<file path="config.mk">
export PLATFORM = sky130hd
export DESIGN_NAME = vfu_result_arbiter
export DESIGN_NICKNAME = d
export VERILOG_FILES = /design/src/rtl/vfu_result_arbiter.sv
export SDC_FILE = /design/constraint.sdc
export NUM_CORES = 2
export LEC_CHECK = 0
export ABC_AREA = 0
export BUFFER_PORTS_ARGS = -buffer_cell sky130_fd_sc_hd__clkbuf_2
export CORE_AREA = 2 2 357 359
export DETAILED_ROUTE_END_ITERATION = 10
export DIE_AREA = 0 0 359 361
export GPL_ROUTABILITY_DRIVEN = 0
export HOLD_SLACK_MARGIN = 0.15
export PLACE_DENSITY_LB_ADDON = 0.05
export SLEW_MARGIN = 20
export SYNTH_ARGS = -nofsm -noshare
export SYNTH_HDL_FRONTEND = slang
export SYNTH_SLANG_ARGS = --single-unit
</file>
<file path="constraint.sdc">
create_clock -name clk_i -period 5.7 [get_ports clk_i]
set_input_delay 1.14 -clock clk_i [delete_from_list [all_inputs] [get_ports clk_i]]
set_output_delay 1.14 -clock clk_i [all_outputs]
set_load 0.1 [all_outputs]
</file>
<file path="src/rtl/vfu_result_arbiter.sv">
// Lane write-back arbiter: grants ALU/MFPU result writes per VRF bank with
// per-bank round-robin priority and registers a banked VRF write port.
module vfu_result_arbiter #(
    parameter int unsigned NrBanks    = 8,
    parameter int unsigned NrVInsn    = 8,
    parameter int unsigned DataWidth  = 64,
    parameter int unsigned VAddrWidth = 16
) (
    input  logic                                  clk_i,
    input  logic                                  rst_ni,
    input  logic                                  alu_result_req_i,
    input  logic [$clog2(NrVInsn)-1:0]            alu_result_id_i,
    input  logic [VAddrWidth-1:0]                 alu_result_addr_i,
    input  logic [DataWidth-1:0]                  alu_result_wdata_i,
    input  logic [DataWidth/8-1:0]                alu_result_be_i,
    output logic                                  alu_result_gnt_o,
    input  logic                                  mfpu_result_req_i,
    input  logic [$clog2(NrVInsn)-1:0]            mfpu_result_id_i,
    input  logic [VAddrWidth-1:0]                 mfpu_result_addr_i,
    input  logic [DataWidth-1:0]                  mfpu_result_wdata_i,
    input  logic [DataWidth/8-1:0]                mfpu_result_be_i,
    output logic                                  mfpu_result_gnt_o,
    input  logic [NrBanks-1:0]                    bank_block_i,
    output logic [NrBanks-1:0]                    vrf_req_o,
    output logic [NrBanks-1:0][VAddrWidth-1:0]    vrf_addr_o,
    output logic [NrBanks-1:0][DataWidth-1:0]     vrf_wdata_o,
    output logic [NrBanks-1:0][DataWidth/8-1:0]   vrf_be_o,
    output logic [NrVInsn-1:0]                    write_done_o
);

    localparam int unsigned BankBits = $clog2(NrBanks);

    logic [NrBanks-1:0]    prio_q, prio_d;
    logic [BankBits-1:0]   alu_bank, mfpu_bank;
    logic [VAddrWidth-1:0] alu_row, mfpu_row;
    logic                  alu_ok, mfpu_ok, conflict;
    logic                  alu_gnt, mfpu_gnt;
    logic [NrBanks-1:0]    req_d;
    logic [NrVInsn-1:0]    done_d;

    assign alu_bank  = alu_result_addr_i[BankBits-1:0];
    assign mfpu_bank = mfpu_result_addr_i[BankBits-1:0];
    assign alu_row   = alu_result_addr_i >> BankBits;
    assign mfpu_row  = mfpu_result_addr_i >> BankBits;

    // prio_q[bank] = 0 favours the ALU, 1 favours the MFPU.
    always_comb begin
        alu_ok   = rst_ni && alu_result_req_i  && !bank_block_i[alu_bank];
        mfpu_ok  = rst_ni && mfpu_result_req_i && !bank_block_i[mfpu_bank];
        conflict = alu_ok && mfpu_ok && (alu_bank == mfpu_bank);
        alu_gnt  = alu_ok  && !(conflict &&  prio_q[alu_bank]);
        mfpu_gnt = mfpu_ok && !(conflict && !prio_q[mfpu_bank]);

        prio_d = prio_q;
        if (conflict) prio_d[alu_bank] = ~prio_q[alu_bank];

        req_d  = '0;
        done_d = '0;
        if (alu_gnt) begin
            req_d[alu_bank]         = 1'b1;
            done_d[alu_result_id_i] = 1'b1;
        end
        if (mfpu_gnt) begin
            req_d[mfpu_bank]         = 1'b1;
            done_d[mfpu_result_id_i] = 1'b1;
        end
    end

    assign alu_result_gnt_o  = alu_gnt;
    assign mfpu_result_gnt_o = mfpu_gnt;

    always_ff @(posedge clk_i) begin
        if (!rst_ni) begin
            prio_q       <= '0;
            vrf_req_o    <= '0;
            vrf_addr_o   <= '0;
            vrf_wdata_o  <= '0;
            vrf_be_o     <= '0;
            write_done_o <= '0;
        end else begin
            prio_q       <= prio_d;
            vrf_req_o    <= req_d;
            write_done_o <= done_d;
            for (int unsigned b = 0; b < NrBanks; b++) begin
                if (alu_gnt && alu_bank == BankBits'(b)) begin
                    vrf_addr_o[b]  <= alu_row;
                    vrf_wdata_o[b] <= alu_result_wdata_i;
                    vrf_be_o[b]    <= alu_result_be_i;
                end else if (mfpu_gnt && mfpu_bank == BankBits'(b)) begin
                    vrf_addr_o[b]  <= mfpu_row;
                    vrf_wdata_o[b] <= mfpu_result_wdata_i;
                    vrf_be_o[b]    <= mfpu_result_be_i;
                end
            end
        end
    end

endmodule
</file>
==> impl_results.md <==
- Unrepaired setup endpoints after global routing: false
- Mux share of post-synthesis cell area: 0.837%
- Tot GR Track Use: 26.9%
- Clock Tree Buf Depth: 3
- Slew margin rel.: 17.6%
- Hold Path End: vrf_be_o[45]$_SDFFE_PN0P_
- Worst reg2reg path depth: 7
- Post-CTS setup buffers: 0
- Crit path kind: in -> out
- Flop2flop setup slack: 2.50 ns
- Layout cells sized above 1: 25.9%
- CTS resizes: 0
- Outcome: finished clean
- Syn-to-layout area delta: 29.1%
- Synthesized cell area: 30,600 um2
- Vias in the first global route: 31,600
- Psw: 4.12 mW
- Crit share post-route: 84.2%
- EDFF count, synth: 0
- Hold Path Stages: 2
- Synth area leader: dfxtp_1
- Total die area: 130,000 um2
- Synth Area in Compound Gates: 35.7%
- Final Critical Period: 4.80 ns
- Critical path arrival: 3.66 ns
- Min-Delay Path Class: reg -> reg
- Hold Vio Cnt, Final: 0
- Xor and xnor area share after synthesis: 0.0858%
- First-pass GRT wire length: 257 mm
- Insertion delay to the later sink of the worst-skew pair: 0.68 ns
- Post-synthesis adder-cell area fraction: 0%
- Post-synthesis sequential area ratio: 46.0%
- P per Cell Area: 329 nW/um2
- FF-to-FF Start: prio_q[0]$_SDFFE_PN0P_
- Switching Fraction: 31.7%
- Clock skew: 0.0235 ns
- Leakage: 14.8 nW
- Ys flop type: dfxtp_1
- CORE AREA: 125,000 um2
- Sink Count: 704
- TritonCTS buffer count: 90
- Placed inst area: 36,500 um2
- Synth cell types: 51
- PnR Total Power: 13.0 mW
- Gr ovfl total: 0
- Setup violators final: 0
- Simple-gate share of the synthesized area: 11.1%
- Post-DP HPWL: 117 mm
- Max_cap viols: 0
- Site Rows: 130
- Synth Register Bits: 704
- Largest family of logic cells by synthesized area: compound AO/OA/AOI/OAI gates
- Count leader, synth: dfxtp_1
- H-Tree Depth: 3
- Pint: 8.89 mW
- Hold_sp: vrf_be_o[45]$_SDFFE_PN0P_
- Die Height: 361 um
- # port buffers: 891
- Initial antenna violation count: 16
- Final max-slew violation count: 0
- Crit end category: output port
- CP Max Fanout: 15
- Fmax: 0.208 GHz
- Setup WS post-layout: 0.898 ns
- # DRC: 0
- Remaining antenna violation count: 0
- Post-CTS Hold Buffers: 0
- Worst R2R End: vrf_wdata_o[442]$_SDFFE_PN0P_
- Slew @ Worst Pin: 1.24 ns
- Vias per cell: 5.47
- Clock power share: 45.9%
- Vias: 33,300
- Clock Tree Root: clkbuf_16
- Share of power burned in registers: 39.1%
- Largest cells by area after synthesis: dfxtp_1 (46%), o21ai_0 (10%), a221oi_1 (7.5%)
- Combinational fraction of design power: 15.0%
- Final Cell Area: 39,500 um2
- Peak VDD IR: 0.236 mV
- DRC violation total after the first TritonRoute iteration: 2,769
- Place WS: 0.898 ns
- Sum Neg Setup Slack: 0 ns
- Initial Utilization: 24.4%
- Die width: 359 um
- Filler cells: 13,500
- Mapped Avg Cell Area: 8.20 um2
- DR WL/cell: 30.0 um
- Clock-pin slew on the worst setup and hold paths: 0.05 ns
- Mapped Cells: 3,737
- Final wirelength: 183 mm
- CTS tree: built
- 1st-pass router iterations: 7
- Top-Level Pins: 916
- Final nets: 4,564
- Pin count of the biggest net entering global routing: 210
- CP required: 4.56 ns
- Commonest cells post-synth: dfxtp_1 (704), o21ai_0 (635), clkbuf_1 (293), nor2_1 (272), a221oi_1 (264)
- Async SR Flop Fraction: 0%
- Startpoint Class: input port
- Yosys top cell area share: 46.0%
- Syn. warnings: 0
-- per-layer routing --
layer	part of all wire [%]	vias up	global-route usage (%)
met5	0.063	-	0
met4	3.1	20	8.65
met3	7.0	236	6.32
met2	47	1334	44.1
met1	43	16600	34.6
li1	-	15100	-
-- worst max-delay path by stage --
| stage | startpoint | endpoint | slack (ns) |
|---|---|---|---|
| 4_1_cts | mfpu_result_addr_i[0] | alu_result_gnt_o | 0.85 |
| 6_report | mfpu_result_addr_i[0] | alu_result_gnt_o | 0.90 |
| 2_1_floorplan | mfpu_result_addr_i[1] | mfpu_result_gnt_o | 0.66 |
| 3_5_place_dp | mfpu_result_addr_i[0] | alu_result_gnt_o | 0.90 |
| 3_3_place_gp | mfpu_result_addr_i[0] | alu_result_gnt_o | 0.93 |
| 5_1_grt | mfpu_result_addr_i[0] | alu_result_gnt_o | 0.67 |
-- power groups by stage --
stage | registers (mW) | clock network, mW | logic, mW
final | 5.09 | 5.97 | 1.95
after global routing | 5.10 | 6.28 | 2.04
after CTS | 5.09 | 6.09 | 1.95
after detailed placement | 5.20 | 0 | 1.95
after global placement | 5.20 | 0 | 1.95
after floorplan | 5.95 | 0 | 0.612
-- worst max-delay path, stage by stage --
cell,delay (ns)
clkbuf_2,0.28
nor3b_1,0.34
a2111oi_2,0.12
o211ai_1,0.78
nor2b_1,0.45
clkbuf_2,0.53
-- layout make-up --
type | instances | area, um2 | share of cell area, %
Antenna cell | 8 | 20.0 | 0.0506
Inverter | 1 | 3.75 | 0.00949
Multi-Input combinational cell | 2604 | 14900 | 37.6
Clock inverter | 23 | 304 | 0.769
Sequential cell | 704 | 14100 | 35.6
Tap cell | 1650 | 2060 | 5.22
Timing Repair Buffer | 969 | 5470 | 13.8
Clock buffer | 138 | 2720 | 6.89
-- layout by cell type, fill, tap and decap left out, types with 9 or more instances in the layout --
cell type	Yosys	layout
a21oi_1	246	246
clkbuf_16	0	91
nor2b_1	97	97
buf_4	26	47
clkbuf_2	0	888
mux2i_1	11	11
nand2b_1	9	9
a221oi_1	264	264
a22oi_1	171	171
dfxtp_1	704	704
clkbuf_8	0	27
buf_12	0	32
o21ai_1	217	217
a31oi_1	246	246
and2_1	67	67
clkinv_2	0	10
nand2_1	263	263
conb_1	1	24
o21ai_0	635	635
clkbuf_1	293	20
nor2_1	272	271
-- cells by family after synthesis --
logic type	count (synthesis)
simple gates	748
buf+inv	452
compound gates	1809
mux	20
flops	704
xor+xnor	3
other cells	1
-- state kept, by name, summed over array words and instances (netlist names) --
register / count
vrf_req_o: 8
vrf_wdata_o: 512
vrf_addr_o: 104
vrf_be_o: 64
write_done_o: 8
prio_q: 8
-- per-stage QoR --
stage	instances	hold WS [ns]	util [%]
after floorplan	3760	0.494	-
after global placement	5928	0.441	29.1
after detailed placement	5928	0.444	29.1
after CTS	6089	0.453	31.5
after global routing	6095	0.470	31.5
final	6097	0.450	31.5
(Power assumes the default switching activity.)
